--- src/rtl/instruction_memory_loader_if.sv ---
// Loader-side bundle: program byte stream, load control, core fetch path and instruction memory write port.
interface instruction_memory_loader_if #(
   parameter int unsigned ADDRESS_WIDTH = 12
);
   logic                     load_start;
   logic [ADDRESS_WIDTH-1:0] load_base_address;
   logic [ADDRESS_WIDTH:0]   load_word_count;
   logic                     byte_valid;
   logic [7:0]               byte_data;
   logic                     byte_ready;
   logic [31:0]              core_fetch_address;
   logic                     core_stall;
   logic                     instruction_memory_write_enable;
   logic [31:0]              instruction_memory_access_address;
   logic [31:0]              instruction_memory_write_data;
   logic                     load_busy;
   logic                     load_done;
   logic                     load_error;

   modport master (
      output load_start, load_base_address, load_word_count, byte_valid, byte_data,
             core_fetch_address,
      input  byte_ready, core_stall, instruction_memory_write_enable,
             instruction_memory_access_address, instruction_memory_write_data,
             load_busy, load_done, load_error
   );

   modport slave (
      input  load_start, load_base_address, load_word_count, byte_valid, byte_data,
             core_fetch_address,
      output byte_ready, core_stall, instruction_memory_write_enable,
             instruction_memory_access_address, instruction_memory_write_data,
             load_busy, load_done, load_error
   );
endinterface

--- src/rtl/instruction_memory_loader.sv ---
// Loads a program from a byte stream into instruction memory, packing 4 bytes per word little-endian,
// while stalling the core; when idle the core fetch address passes straight through.
module instruction_memory_loader #(
   parameter int unsigned ADDRESS_WIDTH  = 12,
   parameter int unsigned TIMEOUT_CYCLES = 65535
) (
   input logic                        clk,
   input logic                        reset,
   instruction_memory_loader_if.slave bus
);
   localparam int unsigned AW = ADDRESS_WIDTH;
   localparam int unsigned CW = ADDRESS_WIDTH + 1;
   localparam int unsigned TW = $clog2(TIMEOUT_CYCLES + 1);

   typedef enum logic [2:0] {
      S_IDLE,
      S_ASSEMBLE,
      S_WRITE,
      S_DONE,
      S_ERROR
   } state_t;

   state_t          state_q, state_d;
   logic [AW-1:0]   base_q, base_d;
   logic [CW-1:0]   count_q, count_d;
   logic [CW-1:0]   word_idx_q, word_idx_d;
   logic [1:0]      byte_idx_q, byte_idx_d;
   logic [TW-1:0]   timeout_q, timeout_d;
   logic [23:0]     asm_q, asm_d;
   logic [31:0]     wdata_q, wdata_d;
   logic [AW-1:0]   waddr_q, waddr_d;

   logic byte_ready_q;
   logic core_stall_q;
   logic write_enable_q;
   logic load_busy_q;
   logic load_done_q;
   logic load_error_q;

   // Next-state and datapath updates; the top byte goes straight into the write word.
   always_comb begin
      state_d    = state_q;
      base_d     = base_q;
      count_d    = count_q;
      word_idx_d = word_idx_q;
      byte_idx_d = byte_idx_q;
      timeout_d  = timeout_q;
      asm_d      = asm_q;
      wdata_d    = wdata_q;
      waddr_d    = waddr_q;

      unique case (state_q)
         S_IDLE: begin
            if (bus.load_start) begin
               base_d     = bus.load_base_address;
               count_d    = bus.load_word_count;
               word_idx_d = '0;
               byte_idx_d = '0;
               timeout_d  = '0;
               asm_d      = '0;
               state_d    = (bus.load_word_count == '0) ? S_DONE : S_ASSEMBLE;
            end
         end
         S_ASSEMBLE: begin
            if (bus.byte_valid && byte_ready_q) begin
               timeout_d  = '0;
               byte_idx_d = byte_idx_q + 2'd1;
               unique case (byte_idx_q)
                  2'd0: asm_d[7:0]   = bus.byte_data;
                  2'd1: asm_d[15:8]  = bus.byte_data;
                  2'd2: asm_d[23:16] = bus.byte_data;
                  default: begin
                     wdata_d = {bus.byte_data, asm_q};
                     waddr_d = base_q + word_idx_q[AW-1:0];
                     state_d = S_WRITE;
                  end
               endcase
            end else if (timeout_q == TW'(TIMEOUT_CYCLES - 1)) begin
               timeout_d  = '0;
               byte_idx_d = '0;
               asm_d      = '0;
               state_d    = S_ERROR;
            end else begin
               timeout_d = timeout_q + TW'(1);
            end
         end
         S_WRITE: begin
            timeout_d = '0;
            if (word_idx_q == count_q - CW'(1)) begin
               state_d = S_DONE;
            end else begin
               word_idx_d = word_idx_q + CW'(1);
               state_d    = S_ASSEMBLE;
            end
         end
         S_DONE:  state_d = S_IDLE;
         S_ERROR: state_d = S_IDLE;
         default: state_d = S_IDLE;
      endcase
   end

   // State, datapath and registered outputs decoded from the next state.
   always_ff @(posedge clk or posedge reset) begin
      if (reset) begin
         state_q        <= S_IDLE;
         base_q         <= '0;
         count_q        <= '0;
         word_idx_q     <= '0;
         byte_idx_q     <= '0;
         timeout_q      <= '0;
         asm_q          <= '0;
         wdata_q        <= '0;
         waddr_q        <= '0;
         byte_ready_q   <= 1'b0;
         core_stall_q   <= 1'b0;
         write_enable_q <= 1'b0;
         load_busy_q    <= 1'b0;
         load_done_q    <= 1'b0;
         load_error_q   <= 1'b0;
      end else begin
         state_q        <= state_d;
         base_q         <= base_d;
         count_q        <= count_d;
         word_idx_q     <= word_idx_d;
         byte_idx_q     <= byte_idx_d;
         timeout_q      <= timeout_d;
         asm_q          <= asm_d;
         wdata_q        <= wdata_d;
         waddr_q        <= waddr_d;
         byte_ready_q   <= (state_d == S_ASSEMBLE);
         core_stall_q   <= (state_d != S_IDLE);
         write_enable_q <= (state_d == S_WRITE);
         load_busy_q    <= (state_d != S_IDLE);
         load_done_q    <= (state_d == S_DONE);
         load_error_q   <= (state_d == S_ERROR);
      end
   end

   assign bus.byte_ready                        = byte_ready_q;
   assign bus.core_stall                        = core_stall_q;
   assign bus.instruction_memory_write_enable   = write_enable_q;
   assign bus.instruction_memory_write_data     = wdata_q;
   assign bus.load_busy                         = load_busy_q;
   assign bus.load_done                         = load_done_q;
   assign bus.load_error                        = load_error_q;
   // Core owns the address only while idle.
   assign bus.instruction_memory_access_address =
      (state_q == S_IDLE) ? bus.core_fetch_address : 32'(waddr_q);
endmodule

--- src/flat_wrapper.sv ---
// flat-port wrapper written by rule: the top's interface ports become plain ports
module instruction_memory_loader_flat 
#(
   parameter int unsigned ADDRESS_WIDTH  = 12,
   parameter int unsigned TIMEOUT_CYCLES = 65535
)
  (clk, reset, bus_load_start, bus_load_base_address, bus_load_word_count, bus_byte_valid, bus_byte_data, bus_core_fetch_address, bus_byte_ready, bus_core_stall, bus_instruction_memory_write_enable, bus_instruction_memory_access_address, bus_instruction_memory_write_data, bus_load_busy, bus_load_done, bus_load_error);
  instruction_memory_loader_if #(.ADDRESS_WIDTH(ADDRESS_WIDTH)) bus_i ();
  input logic clk;
  input logic reset;
  input wire logic [$bits(bus_i.load_start)-1:0] bus_load_start;
  input wire logic [$bits(bus_i.load_base_address)-1:0] bus_load_base_address;
  input wire logic [$bits(bus_i.load_word_count)-1:0] bus_load_word_count;
  input wire logic [$bits(bus_i.byte_valid)-1:0] bus_byte_valid;
  input wire logic [$bits(bus_i.byte_data)-1:0] bus_byte_data;
  input wire logic [$bits(bus_i.core_fetch_address)-1:0] bus_core_fetch_address;
  output wire logic [$bits(bus_i.byte_ready)-1:0] bus_byte_ready;
  output wire logic [$bits(bus_i.core_stall)-1:0] bus_core_stall;
  output wire logic [$bits(bus_i.instruction_memory_write_enable)-1:0] bus_instruction_memory_write_enable;
  output wire logic [$bits(bus_i.instruction_memory_access_address)-1:0] bus_instruction_memory_access_address;
  output wire logic [$bits(bus_i.instruction_memory_write_data)-1:0] bus_instruction_memory_write_data;
  output wire logic [$bits(bus_i.load_busy)-1:0] bus_load_busy;
  output wire logic [$bits(bus_i.load_done)-1:0] bus_load_done;
  output wire logic [$bits(bus_i.load_error)-1:0] bus_load_error;
  assign bus_i.load_start = bus_load_start;
  assign bus_i.load_base_address = bus_load_base_address;
  assign bus_i.load_word_count = bus_load_word_count;
  assign bus_i.byte_valid = bus_byte_valid;
  assign bus_i.byte_data = bus_byte_data;
  assign bus_i.core_fetch_address = bus_core_fetch_address;
  assign bus_byte_ready = bus_i.byte_ready;
  assign bus_core_stall = bus_i.core_stall;
  assign bus_instruction_memory_write_enable = bus_i.instruction_memory_write_enable;
  assign bus_instruction_memory_access_address = bus_i.instruction_memory_access_address;
  assign bus_instruction_memory_write_data = bus_i.instruction_memory_write_data;
  assign bus_load_busy = bus_i.load_busy;
  assign bus_load_done = bus_i.load_done;
  assign bus_load_error = bus_i.load_error;
  instruction_memory_loader #(.ADDRESS_WIDTH(ADDRESS_WIDTH), .TIMEOUT_CYCLES(TIMEOUT_CYCLES)) u_core (.clk(clk), .reset(reset), .bus(bus_i));
endmodule
--- config.mk ---
export PLATFORM = sky130hd
export DESIGN_NAME = instruction_memory_loader_flat
export DESIGN_NICKNAME = d
export VERILOG_FILES = /design/src/rtl/instruction_memory_loader_if.sv /design/src/rtl/instruction_memory_loader.sv /design/src/flat_wrapper.sv
export SDC_FILE = /design/constraint.sdc
export NUM_CORES = 1
export LEC_CHECK = 0
export ABC_AREA = 1
export CAP_MARGIN = 0
export CORE_MARGIN = 2
export CORE_UTILIZATION = 35
export CTS_CLUSTER_SIZE = 12
export DETAILED_ROUTE_END_ITERATION = 7
export HOLD_SLACK_MARGIN = 0.15
export RECOVER_POWER = 100
export SYNTH_ARGS = -nofsm -noshare
export SYNTH_HDL_FRONTEND = slang
export SYNTH_SLANG_ARGS = --single-unit
--- constraint.sdc ---
create_clock -name clk -period 6.1 [get_ports clk]
set_input_delay 1.22 -clock clk [delete_from_list [all_inputs] [get_ports clk]]
set_output_delay 1.22 -clock clk [all_outputs]
set_load 0.03 [all_outputs]
-- Word level (Yosys, flattened, before mapping)
Index checks and enable logic that the tools add are counted.
- register bits: 132
- output and inout bits: 70
- input port bits: 69
- logic and storage cells: 81
- reduce and logical (&&, ||, !) cells: 17
- bitwise operators: 1
- mux-type cells: 26
- $add $sub $neg: 5
- eq/ne operators: 16
- operators by type and width (kind ; count):
    $mux W24 ; 3
    $mux W16 ; 3
    $pmux W16 S3 ; 1
    $pmux W24 S2 ; 1
    $mux W32 ; 1
    $mux W13 ; 2
    $pmux W13 S2 ; 1
    $mux W8 ; 3
    $add A16 B1 Y16 const B ; 1
    $eq A16 B16 Y1 const B ; 1
    $add A13 B1 Y13 const B ; 1
    $eq A13 B13 Y1 ; 1
    $logic_not A13 Y1 ; 1
    $sub A13 B1 Y13 const B ; 1
    $add A12 B12 Y12 ; 1
    $mux W3 ; 4
    $reduce_and A4 Y1 ; 3
    $mux W2 ; 5
    $eq A3 B2 Y1 const B ; 3
    $ne A3 B3 Y1 const B ; 3
    $pmux W3 S3 ; 1
    $reduce_and A3 Y1 ; 3
    $eq A3 B1 Y1 const B ; 2
    $reduce_bool A3 Y1 ; 2
    14 further kinds ; 17

-- Depth between registers and ports, before layout
Gate-level depths: netlist (run 1).
- word-level depth: 6
- mapped depth: 16
- mapped depth without buffers: 15

-- Worst setup path before layout (run 1)
Ideal clock, no wire load.
- kind: input to output
- start: in bus_core_fetch_address[12]
- end: out bus_instruction_memory_access_address[12]
- stages on the path: 2
- buffers on the path: 0
- arrival: 1.657 ns
- required time: 4.880 ns
- setup slack: 3.223 ns
- path through: inv_1 > nor2_1
- word-level cells in the longest chain between the ends: 1
- RTL lines (element ; RTL line ; text):
    start, declared ; flat_wrapper.sv:16 ; input wire logic [$bits(bus_i.core_fetch_address)-1:0] bus_core_fetch_address;
    $mux W32 ; instruction_memory_loader.sv:148 ; (state_q == S_IDLE) ? bus.core_fetch_address : 32'(waddr_q);
    end, declared ; flat_wrapper.sv:20 ; output wire logic [$bits(bus_i.instruction_memory_access_address)-1:0] bus_instruction_memory_access_address;
Every way passes these cells.

-- Worst setup path after layout (run 1)
- start: in bus_load_start
- end: reg u_core.timeout_q[5]
- word-level cells in the longest chain between the ends: 2
- RTL lines (element ; RTL line ; text):
    start, declared ; flat_wrapper.sv:11 ; input wire logic [$bits(bus_i.load_start)-1:0] bus_load_start;
    $ne A2 B2 Y1 (no line) ; -- ;
    $reduce_and A2 Y1 (no line) ; -- ;
    end signal, assigned ; instruction_memory_loader.sv:126 ; timeout_q <= timeout_d;
    end, declared ; instruction_memory_loader.sv:28 ; logic [TW-1:0] timeout_q, timeout_d;
Every way passes these cells.
A chain may end at the register's enable or synchronous reset.

==> results, run 1 <==
- The number of port buffers is 138.
- The startpoint identified for the worst hold timing path is u_core.bus.instruction_memory_write_data[12]$_DFFE_PP0P_.
- The most used flip-flop cell after synthesis is sky130_fd_sc_hd__dfrtp_1.
- The region available for standard cell placement spans 20100 um^2.
- Each instance of the synthesized netlist takes up on average 7.794 um^2.
- The final HPWL from detailed placement is 13440 um.
- The DRC violation count after routing is 0.
- The total congestion overflow after global routing is 0.
- The launch point of the worst path is bus_load_start.
- The count of final max-slew check failures came to 37.
- The via-per-instance ratio is 4.710.
- The peak supply drop is 0.2052 mV.
- Derived from the worst setup path, the maximum achievable clock frequency is 0.2259 GHz.
- The first global-routing pass estimated 30560 um of wire.
- The launch instance of the worst register-to-register path is u_core.state_q[0]$_DFF_PP0_.
- TritonCTS built the clock tree.
- The slew at the pin closest to its max-slew limit is 1.920 ns.
- The violation count after the first detailed-routing iteration is 344.
- The total number of placement rows is 52.
- The longest clock path from root to sink contains 2 buffers.
- For the worst setup path, the data arrival time is 4.77 ns.
- The total of endpoints with negative setup slack in the final report is 0.
- The type of origin of the critical path is a primary input.
- After detailed routing, the average wire length per cell comes to 13.78 um.
- In this run, distinct cell masters in the synthesized netlist total 42.
- Across the run, the number of max-cap violations was 1.
- In this run the cell area of the synthesized design comes to 7116 um^2.
- The analysis attributes to cell leakage a power of 4.602 nW.
- The number of antenna violations at the first check in global routing was 0.
- The first detailed-routing pass ran for 5 iterations.
- The clock tree synthesis step divided the H-tree into 4 levels.
- Setup repair after global routing left no endpoint under its margin.
- The path type of the worst min-delay path is reg -> reg.
- Of all flip-flops after synthesis, the portion carrying an async set or reset was 100.0%.
- Across all hold checks on the routed design, the worst slack comes to 0.4678 ns.
- For this run, the share of the core covered by cells in the final layout is 46.24%.
- After routing the design area is 9296 um^2.
- The initial utilization of the core area, before any placement, comes to 35.39%.
- The start-to-end type of the worst setup path is in -> reg.
- The count of warnings emitted by yosys is 0.
- The final reports fail on max-capacitance violations, max-slew violations.
- The number of hold violations in the final report is 0.
- The number of top-level design ports is 139.
- The antenna cell count is 0.
- Once routing completed, OpenROAD measured the worst setup slack at 1.674 ns.
- The sequential-to-total area share from yosys stat is 46.42%.
- The library cells used most frequently in the layout, excluding fill and tap cells, are sky130_fd_sc_hd__nand2_1, sky130_fd_sc_hd__dfrtp_1, sky130_fd_sc_hd__inv_1.
- The number of global-route vias before repair is 6008.
- The total die area is 21490 um^2.
- The number of flops mapped to enable cells by yosys is 0.
- The number of nets at the end of the flow is 1137.
- Fill cells in the final layout number 1978.
- From left edge to right edge, the die measures 146.6 um.
- The total placed instance area is 8755 um^2.
- At the worst endpoint, the required time is 6.44 ns.
- For the worst-skew pair, the clock arrives at the later sink with an insertion delay of 0.43 ns.
- The residual antenna-violating net count after detailed routing is 0.
- Power spread over the standard cell area amounts to 428.2 nW/um^2.
- Setup total negative slack on the finished layout was measured at 0 ns.
- The number of cells produced by synthesis is 913.
- After clock tree synthesis, the clock-pin slew on the worst setup and hold paths is 0.06 ns.
- The growth of design area from synthesis to finish is 30.65%.
- Summed over all layers, the routed wires come to 18340 um.
- The post-synth net total is 1002.
- The number of non-filler instances in the completed layout is 1331.
- The cell count after placement is 1299.
- The post-synthesis register bit count is 132.
- The worst setup slack after placement is 2.290 ns.
- The hold buffer count at CTS is 0.
- Entering global routing, the biggest net connects 98 pins.
- The chip height is 146.6 um.
- Leaving out fill and tap cells, the most frequent cell in the layout is sky130_fd_sc_hd__nand2_1.
- Cells with a size suffix above 1 make up 6.880% of the layout.
- In this run the worst path has a maximum fanout of 30.
- The final worst clock skew is 0.01165 ns.
- The worst slew margin relative to its limit is -28.03%.
- Buffers inserted during clock tree synthesis total 17.
- CTS placed an instance of sky130_fd_sc_hd__clkbuf_16 at the clock tree root.
- Post-CTS timing repair inserted 0 buffers for setup.
- The final period utilization is 72.56%.
- The endpoint kind of the worst setup timing path is a flop.
- The final route contains 6269 vias.
- The total design power is 3.981 mW.
- The flow ran to the end, but the final reports show violations.
- Gates resized during post-CTS repair numbered 0.
- In the global route stage, overall resource usage came out at 17.81%.
- At the end of routability-driven placement, the weighted congestion stood at 0.8476.
- Subtracting the final worst setup slack from the clock period gives 4.426 ns.
- The clock sink total is 132.
==> state kept, by name (all words and copies together), names as in the netlist <==
register	cells
u_core.asm_q	24
u_core.bus.core_stall	1
u_core.word_idx_q	13
u_core.bus.load_done	1
u_core.bus.instruction_memory_write_data	32
u_core.bus.byte_ready	1
u_core.timeout_q	16
u_core.byte_idx_q	2
u_core.base_q	12
u_core.state_q	3
u_core.count_q	13
u_core.bus.load_error	1
u_core.bus.instruction_memory_write_enable	1
u_core.waddr_q	12
==> final cells by class <==
class / count / area, um^2 / area share, %
Clock buffer: 17 / 425.4 / 4.576
Clock inverter: 15 / 187.7 / 2.019
Inverter: 95 / 364.1 / 3.917
Multi-Input combinational cell: 659 / 3271 / 35.18
Sequential cell: 132 / 3303 / 35.53
Tap cell: 270 / 337.8 / 3.634
Timing Repair Buffer: 143 / 1408 / 15.14
==> cell families (layout without fill, tap and decap cells) <==
group / count (synthesis) / count (layout) / synth area share, %
and+or+nand+nor: 501 / 501 / 30.09
buffers and inverters: 122 / 270 / 6.875
adders and majority gates: 20 / 20 / 3.622
AOI/OAI and AO/OA: 105 / 105 / 8.511
muxes: 12 / 12 / 1.899
xor gates and xnor gates: 21 / 21 / 2.585
DFF: 132 / 132 / 46.42
==> worst max-delay path: stages <==
cell and delay (ns):
sky130_fd_sc_hd__dlygate4sd3_1 0.58, sky130_fd_sc_hd__nand3_1 0.12, sky130_fd_sc_hd__clkbuf_1 1.05, sky130_fd_sc_hd__nand2_1 0.33, sky130_fd_sc_hd__nor2_1 0.67, sky130_fd_sc_hd__inv_4 0.14, sky130_fd_sc_hd__nand2_1 0.29, sky130_fd_sc_hd__inv_1 0.16
sky130_fd_sc_hd__nor3b_1 0.20
==> per-layer routing <==
| metal | part of all wire (%) | vias to the layer above | track usage (%) |
|---|---|---|---|
| met4 | 1.2 | 0 | 4.515 |
| met2 | 47 | 139 | 29.60 |
| met3 | 4.6 | 15 | 4.688 |
| met5 | 0 | - | 0 |
| met1 | 47 | 2928 | 23.17 |
| li1 | - | 3187 | - |
==> synth_stat cells (12+ instances only) <==
cell                       number  share of area [%]
sky130_fd_sc_hd__nand3_1       40                2.8
sky130_fd_sc_hd__mux2_2        12                1.9
sky130_fd_sc_hd__o21ai_0       42                3.0
sky130_fd_sc_hd__o21ai_1       20                1.4
sky130_fd_sc_hd__nand2_1      320                 17
sky130_fd_sc_hd__inv_1         89                4.7
sky130_fd_sc_hd__a21oi_1       21                1.5
sky130_fd_sc_hd__dfrtp_1      132                 46
sky130_fd_sc_hd__xor2_1        14                1.7
sky130_fd_sc_hd__nor2_1        74                3.9
sky130_fd_sc_hd__ha_1          19                3.3
sky130_fd_sc_hd__clkbuf_1      14               0.74
sky130_fd_sc_hd__nor3_1        17                1.2
sky130_fd_sc_hd__nand4_1       12                1.1
==> report_power, final <==
group	internal [mW]	switching, mW	leakage, nW	total (mW)
registers	1.14	0.200	1.74	1.34
clock network	0.621	0.440	0.292	1.06
logic	0.570	1.01	2.57	1.58
==> final timing paths <==
kind                       cells past startpoint                                                  endpoint  slack [ns]
min in group asynchronous                      2   u_core.bus.instruction_memory_write_data[2]$_DFFE_PP0P_        1.46
max                                            9                           u_core.timeout_q[5]$_DFFE_PP0P_        1.67
max reg2reg                                    9                           u_core.timeout_q[5]$_DFFE_PP0P_        2.65
min reg2reg                                    2  u_core.bus.instruction_memory_write_data[12]$_DFFE_PP0P_        0.47
min                                            2  u_core.bus.instruction_memory_write_data[12]$_DFFE_PP0P_        0.47
max in group asynchronous                      3                          u_core.word_idx_q[4]$_DFFE_PP0P_        2.28
(Power assumes the default switching activity.)
==> run 2: changes to the inputs <==
- clock period: 6.1 -> 4.2 ns (I/O delays scaled with it)
==> run 2 against run 1 <==
  * The run still ends with max-capacitance violations, max-slew violations left
  * Clock-buffer cell count grew 1
  * Via count shrank 1.3%
  * Register-to-register slack lost 1.5 ns
  * Cell count grew 0.23%
  * Final area shrank 0.13%
  * Combinational power grew 45%
  * Worst setup slack lost 1.1 ns
==> results, run 2 (synthesized netlist as in run 1, its figures left out) <==
- Across all layers, the routed design uses 6189 vias.
- For this design, the slowest cell found on the critical path is sky130_fd_sc_hd__dlygate4sd3_1.
- CTS built an H-tree with a depth of 4.
- The proportion of power drawn by flip-flops and latches is 33.8%.
- The internal power is 3.434 mW.
- The master cell of the clock root buffer is sky130_fd_sc_hd__clkbuf_16.
- The DRC violation count after routing is 0.
- The top cell types in the final layout, fill and taps aside, are sky130_fd_sc_hd__nand2_1, sky130_fd_sc_hd__dfrtp_1, sky130_fd_sc_hd__inv_1.
- For this run, the post-layout net count is 1140.
- The final reports fail on max-capacitance violations, max-slew violations.
- The largest net degree at the start of global routing is 56.
- The number of top-level design ports is 139.
- The path type of the worst min-delay path is reg -> reg.
- The power share of the combinational group is 39.6%.
- 0 antenna diodes ended up in the layout.
- In this run the vertical extent of the chip is 146.6 um.
- Routability-driven placement finished with a final weighted congestion of 0.8547.
- For the pin with the worst max-slew slack, the measured transition is 1.538 ns.
- The TritonCTS clock tree is built.
- Global routing used 18.39% of the available tracks across all layers.
- The number of port buffers is 138.
- Headroom to the max-slew limit came out at -2.558%.
- Clock latency on the worst-skew pair, taken at its later pin, is 0.42 ns.
- The portion of total power attributed to the clock network is 26.6%.
- In this design, the largest share of critical-path delay is due to buffers and inverters.
- The number of global-route vias before repair is 6150.
- The final period utilization is 85.63%.
- Using the TritonRoute via totals, the vias-per-cell ratio works out to 4.639.
- The number of buffers and inverters on the critical path is 2.
- The register with the most flip-flops in the layout has 32 of them.
- The maximum buffer depth of the clock tree is 2.
- The post-route netlist has 6.485% of its cells at a drive strength greater than 1.
- After floorplanning, the core was divided into 52 placement rows.
- The growth of design area from synthesis to finish is 30.47%.
- The total of endpoints with negative setup slack in the final report is 0.
- In this run the most critical hold path is launched from u_core.bus.instruction_memory_write_data[0]$_DFFE_PP0P_.
- The detail route stage leaves a number of antenna-violating nets equal to 0.
- Measured in cells, the most critical reg-to-reg path has a length of 8.
- The clock drives 132 sinks.
- The critical path goes through nor2_1 > nand2_1 > clkbuf_1 > nor2_1 > dlygate4sd3_1.
- The number of hold violations in the final report is 0.
- The switching power summed over all nets is 2.339 mW.
- The die is 146.6 um wide.
- The type of origin of the critical path is a flop.
- Net switching is 40.52% of the power.
- The fraction of the core area covered by cells at the end of the flow is 46.18%.
- In this run, the number of DRC markers left after iteration 0 of detailed routing was 399.
- The number of cells upsized or downsized after cts is 0.
- The run finished, with violations left.
- The reg-to-reg critical path endpoint is u_core.bus.instruction_memory_write_data[19]$_DFFE_PP0P_.
- The critical path arrival is 2.76 ns.
- The startpoint identified for the worst register-to-register timing path is u_core.byte_idx_q[0]$_DFFE_PP0P_.
- The first global-routing pass estimated 31510 um of wire.
- The final worst clock skew is 0.01221 ns.
- Setup repair after global routing left no endpoint under its margin.
- By startpoint and endpoint, the worst setup path is classified as reg -> out.
- The minimum period implied by the final worst setup slack is 3.596 ns.
- The final HPWL from detailed placement is 13670 um.
- The tool flagged a number of max-cap violations equal to 1.
- The critical path's most frequent cell is sky130_fd_sc_hd__nor2_1.
- The total area inside the core boundary comes to 20100 um^2.
- The die covers 21490 um^2.
- The data required time of the critical path is 3.36 ns.
- Across all register-to-register paths, the minimum setup slack is 1.15 ns.
- Along the worst path, the maximum fanout reaches 22.
- For hold timing, the worst endpoint is u_core.bus.instruction_memory_write_data[0]$_DFFE_PP0P_.
- The first TritonRoute pass finished after 4 iterations.
- The total clock buffers created by CTS is 17.
- The effective utilization at floorplan is 35.39%.
- The total congestion overflow after global routing is 0.
- The post-detailed-route wirelength per cell is 13.85 um.
- Clock-pin slew was measured on the worst setup and hold paths at 0.06 ns.
- Along the worst hold path, the cell count comes to 2.
- After detailed routing, the total wire length is 18480 um.
- The number of antenna violations at the first check in global routing was 0.
- The post-route setup TNS is 0 ns.
- The post-CTS setup buffer count is 0.
- The highest cell delay on the worst timing path is 0.75 ns.
- The reported leakage power is 4.602 nW.
- The count of final max-slew check failures is 29.
- The worst-case IR drop observed on VDD is 0.3708 mV.
- Buffers inserted to repair hold after CTS numbered 0.
- The endpoint kind of the worst setup timing path is an output pin.
- The maximum clock frequency is 0.2781 GHz.
- The ratio of total power to cell area is 621.8 nW/um^2.
- The most frequent standard cell in the layout excluding fill and tap cells is sky130_fd_sc_hd__nand2_1.
==> run 2: per-layer routing <==
| metal | routed length [um] | GRT usage [%] | vias to the layer above |
|---|---|---|---|
| met5 | 0 | 0 | - |
| met4 | 160 | 3.932 | 0 |
| met3 | 905 | 4.500 | 9 |
| met2 | 8639 | 30.12 | 141 |
| met1 | 8775 | 24.83 | 2856 |
| li1 | - | - | 3183 |
==> run 2: cell type report <==
class                           count  area, um^2
Timing Repair Buffer              146        1414
Multi-Input combinational cell    659        3253
Clock buffer                       18       439.2
Tap cell                          270       337.8
Sequential cell                   132        3303
Clock inverter                     14       176.4
Fill cell                        1996       10820
Inverter                           95       360.3
==> run 2: how the worst max path moves through the flow <==
stage	start	end	slack, ns	cells after the start
2_1_floorplan	reset	u_core.asm_q[0]$_DFFE_PP0P_	1.72	1
3_3_place_gp	u_core.state_q[2]$_DFF_PP0_	bus_instruction_memory_access_address[28]	1.05	5
3_5_place_dp	u_core.state_q[0]$_DFF_PP0_	bus_instruction_memory_access_address[22]	1.03	5
4_1_cts	u_core.state_q[0]$_DFF_PP0_	bus_instruction_memory_access_address[22]	0.58	5
5_1_grt	u_core.state_q[2]$_DFF_PP0_	bus_instruction_memory_access_address[22]	0.34	5
6_report	u_core.state_q[0]$_DFF_PP0_	bus_instruction_memory_access_address[22]	0.60	5
==> run 2: metrics by stage <==
| stage | cell area (um^2) | hold slack, ns | power [mW] | worst slack, ns | cells |
|---|---|---|---|---|---|
| 2_1_floorplan | 7119 | 0.4364 | 3.570 | 1.723 | 913 |
| 5_1_grt | 9284 | 0.4878 | 6.198 | 0.3371 | 1334 |
| 3_5_place_dp | 8788 | 0.4583 | 4.448 | 1.032 | 1302 |
| 4_1_cts | 9404 | 0.4734 | 6.010 | 0.5826 | 1334 |
| 3_3_place_gp | 8788 | 0.4538 | 4.425 | 1.049 | 1302 |
| 6_report | 9284 | 0.4617 | 5.773 | 0.6037 | 1334 |
==> run 2: tightest hold or removal path, stage by stage (launching register included) <==
cell and delay, ns:
sky130_fd_sc_hd__dfrtp_1 0.33, sky130_fd_sc_hd__nand2_1 0.05, sky130_fd_sc_hd__nand2_1 0.05
==> run 2: power groups by stage <==
stage | clock network, mW | logic (mW) | registers, mW
3_5_place_dp | 0 | 2.47 | 1.97
4_1_cts | 1.57 | 2.48 | 1.96
3_3_place_gp | 0 | 2.45 | 1.97
6_report | 1.54 | 2.29 | 1.95
2_1_floorplan | 0 | 1.48 | 2.09
5_1_grt | 1.64 | 2.55 | 2.00
==> run 3: changes to the inputs <==
- CORE_UTILIZATION: 35 -> 45
- PLACE_DENSITY: unset -> 0.71
==> run 3 against run 2 <==
  * The run still ends with max-capacitance violations, max-slew violations left
  * Global-route usage rose by 3.1 points
  * Flip-flop and latch count did not move
  * Fmax fell by 4.5%
  * Clock skew fell by 0.0029 ns
  * Utilization rose by 14 points
  * Sequential power barely moved
  * Die area fell by 22%
  * Clock-buffer cell count did not move
  * Register-to-register slack got worse by 0.04 ns
  * Final area fell by 0.50%
  * Non-clock buffer count fell by 2
  * Critical path depth did not move
  * Highest routed layer unchanged
==> results, run 3 (synthesized netlist as in run 1, its figures left out) <==
- The run finished, with violations left.
- The final reports fail on max-capacitance violations, max-slew violations.
- From synthesis to final layout, the design area changed by 29.82%.
- The number of global-route vias before repair is 5919.
- In the finished design, the share of the clock period the worst path needs comes to 89.69%.
- The length of routed wiring on met1 is 7864 um.
- The first detailed-routing pass ran for 5 iterations.
- The total number of placement rows is 45.
- The number of hold violations in the final report is 0.
- The post-detailed-route wirelength per cell is 13.86 um.
- The depth of the most critical reg-to-reg path is 7.
- IR analysis of the VDD net gives a maximum drop of 0.3425 mV.
- After routing, the total negative slack on setup checks comes to 0 ns.
- The met3 layer wire length in the routed design is 1160 um.
- 139 I/O pins were placed.
- The cell count after placement is 1241.
- The fraction of the core area covered by cells at the end of the flow is 60.32%.
- In the layout the commonest cells are sky130_fd_sc_hd__nand2_1, sky130_fd_sc_hd__dfrtp_1, sky130_fd_sc_hd__inv_1.
- Leaving out fill and tap cells, the most frequent cell in the layout is sky130_fd_sc_hd__nand2_1.
- The largest net degree at the start of global routing is 78.
- STA puts the critical path data required time at 3.36 ns.
- The residual antenna-violating net count after detailed routing is 0.
- The smallest clock period supported by the final layout is computed as 3.767 ns.
- Input and output buffers added on the ports amount to 138.
- The maximum net fanout on the critical path is 18.
- The TritonCTS clock tree is built.
- The initial utilization of the core area, before any placement, comes to 46.46%.
- Dividing total power by cell area gives a power density of 627.5 nW/um^2.
- After clock tree synthesis, the repair step resized 0 gates.
- The slack of the worst reg-to-reg path is 1.11 ns.
- The global routing usage summed across all routing layers is 21.52%.
- The worst setup slack after placement is 0.9464 ns.
- The worst hold path belongs to the class reg -> reg.
- The final HPWL from detailed placement is 13050 um.
- The final weighted congestion in routability-driven placement is 0.9156.
- STA classifies the critical path endpoint as an output pin.
- In this run the static leakage power is 4.605 nW.
- The total clock buffers created by CTS is 17.
- The master cell of the clock root buffer is sky130_fd_sc_hd__clkbuf_16.
- For this run, design rule violations remaining after detail routing come to 0.
- The number of buffers and inverters on the critical path is 2.
- The number of vias in the routed layout is 6345.
- The count of final max-slew check failures is 110.
- The smallest setup slack after layout is 0.4332 ns.
- At the end of the flow, the number of nets in the layout was 1138.
- The startpoint identified for the worst register-to-register timing path is u_core.byte_idx_q[0]$_DFFE_PP0P_.
- Max-cap violations in this run came to 3.
- The final worst clock skew is 0.009346 ns.
- The first global-routing pass estimated 28380 um of wire.
- The clock-pin slew on the worst setup and hold paths is 0.07 ns.
- Timing would allow up to 0.2655 GHz.
- The core region is 15310 um^2.
- The maximum buffer depth of the clock tree is 2.
- For this block, the initial DRC count from the detailed router was 367.
- The total congestion overflow after global routing is 0.
- Traced cell by cell, the critical path runs through nor2_1 > nand2_1 > clkbuf_1 > nor2_1 > dlygate4sd3_1.
- The worst setup path is launched from a flop.
- At the worst endpoint, the arrival time is 2.93 ns.
- The count of cells in the finished layout, fillers not included, comes to 1273.
- Setup violations remaining at the end of the flow were counted as 0.
- The via-per-instance ratio is 4.984.
- The slowest stage of the critical path is the sky130_fd_sc_hd__dlygate4sd3_1 cell.
- The end point of the critical path is bus_instruction_memory_access_address[31].
- The total wire length is 17650 um.
- The flip-flop count of the largest register, all copies and words added is 32.
- In this run the post-CTS setup repair buffer count came out at 0.
- The start-to-end type of the worst setup path is reg -> out.
- The cell type group with the largest total delay on the critical path is buffers and inverters.
- The detailed router used layers up to and including met4.
- The number of antenna violations at the first check in global routing was 0.
- Setup repair after global routing left no endpoint under its margin.
- The number of H-tree branching levels is 4.
- Detailed routing placed a total of 8251 um of wire on met2.
- The reg-to-reg critical path endpoint is u_core.waddr_q[10]$_DFFE_PP0P_.
- Overall power consumption after layout is estimated at 5.797 mW.
- The number of antenna diodes in the final layout is 0.
- The critical path's most frequent cell is sky130_fd_sc_hd__nor2_1.
- For this run, the slowest stage of the critical path takes 0.75 ns.
- The width of the die is 129.7 um.
- The clock latency reported for the late side of the worst-skew pair is 0.42 ns.
- The launch point of the worst path is u_core.state_q[2]$_DFF_PP0_.
- The die covers 16830 um^2.
- The number of fill cells in the layout is 1352.
- The layout cell share with drive strength beyond 1 is 6.685%.
- The worst slew margin relative to its limit is -22.79%.
- The slew at the pin closest to its max-slew limit is 1.842 ns.
- Measured along the y axis, the die boundary spans 129.7 um.
- The clock sink total is 132.
- The hold buffer count at CTS is 0.
- The logic depth of the worst setup path including buffers is 5.
## run 3: changes by cell type in the layout (fill, tap and decap cells not counted), sizes merged
cell      previous run  this run
buf                  0         1
clkbuf              26        23
inv                 97       100
clkinv               6         4
clkinvlp             3         2
## run 3: where the power goes
part | internal (mW) | switching (mW)
combinational | 0.831 | 1.48
sequential | 1.65 | 0.281
clock | 0.952 | 0.601
total | 3.44 | 2.36
## run 3: per-stage QoR
| stage | hold WS [ns] | area, um^2 |
|---|---|---|
| after CTS | 0.4775 | 9319 |
| after global routing | 0.4885 | 9238 |
| after global placement | 0.4541 | 8700 |
| final | 0.4679 | 9238 |
| after detailed placement | 0.4594 | 8700 |
| after floorplan | 0.4364 | 7119 |
## run 3: how the worst min path moves through the flow
stage / start / endpoint / slack [ns] / cells after the start
final: u_core.bus.instruction_memory_write_data[9]$_DFFE_PP0P_ / u_core.bus.instruction_memory_write_data[9]$_DFFE_PP0P_ / 0.47 / 2
after CTS: u_core.bus.instruction_memory_write_data[12]$_DFFE_PP0P_ / u_core.bus.instruction_memory_write_data[12]$_DFFE_PP0P_ / 0.48 / 2
after global placement: u_core.bus.instruction_memory_write_data[21]$_DFFE_PP0P_ / u_core.bus.instruction_memory_write_data[21]$_DFFE_PP0P_ / 0.45 / 2
after detailed placement: u_core.asm_q[11]$_DFFE_PP0P_ / u_core.bus.instruction_memory_write_data[11]$_DFFE_PP0P_ / 0.46 / 2
after global routing: u_core.bus.instruction_memory_write_data[7]$_DFFE_PP0P_ / u_core.bus.instruction_memory_write_data[7]$_DFFE_PP0P_ / 0.49 / 2
after floorplan: u_core.waddr_q[0]$_DFFE_PP0P_ / u_core.waddr_q[0]$_DFFE_PP0P_ / 0.44 / 2
## run 3: area by class of cell
type	count	area, um^2	area share (%)
clock buffer	18	429.2	4.646
clock inverter	14	190.2	2.059
inverter	95	360.3	3.901
multi-input combinational	659	3271	35.41
sequential	132	3303	35.76
tap	211	264.0	2.858
timing repair buffer	144	1420	15.37
## run 3: worst min-delay path, stage by stage (launching register included)
cell and delay (ns):
sky130_fd_sc_hd__dfrtp_1 0.34, sky130_fd_sc_hd__nand2_1 0.05, sky130_fd_sc_hd__nand2_1 0.04
## run 3: routing by layer
| layer | vias to the layer above | global-route usage, % |
|---|---|---|
| met5 | - | 0 |
| met4 | 0 | 8.855 |
| met3 | 33 | 4.264 |
| met2 | 207 | 35.08 |
| met1 | 2922 | 28.30 |
| li1 | 3183 | - |
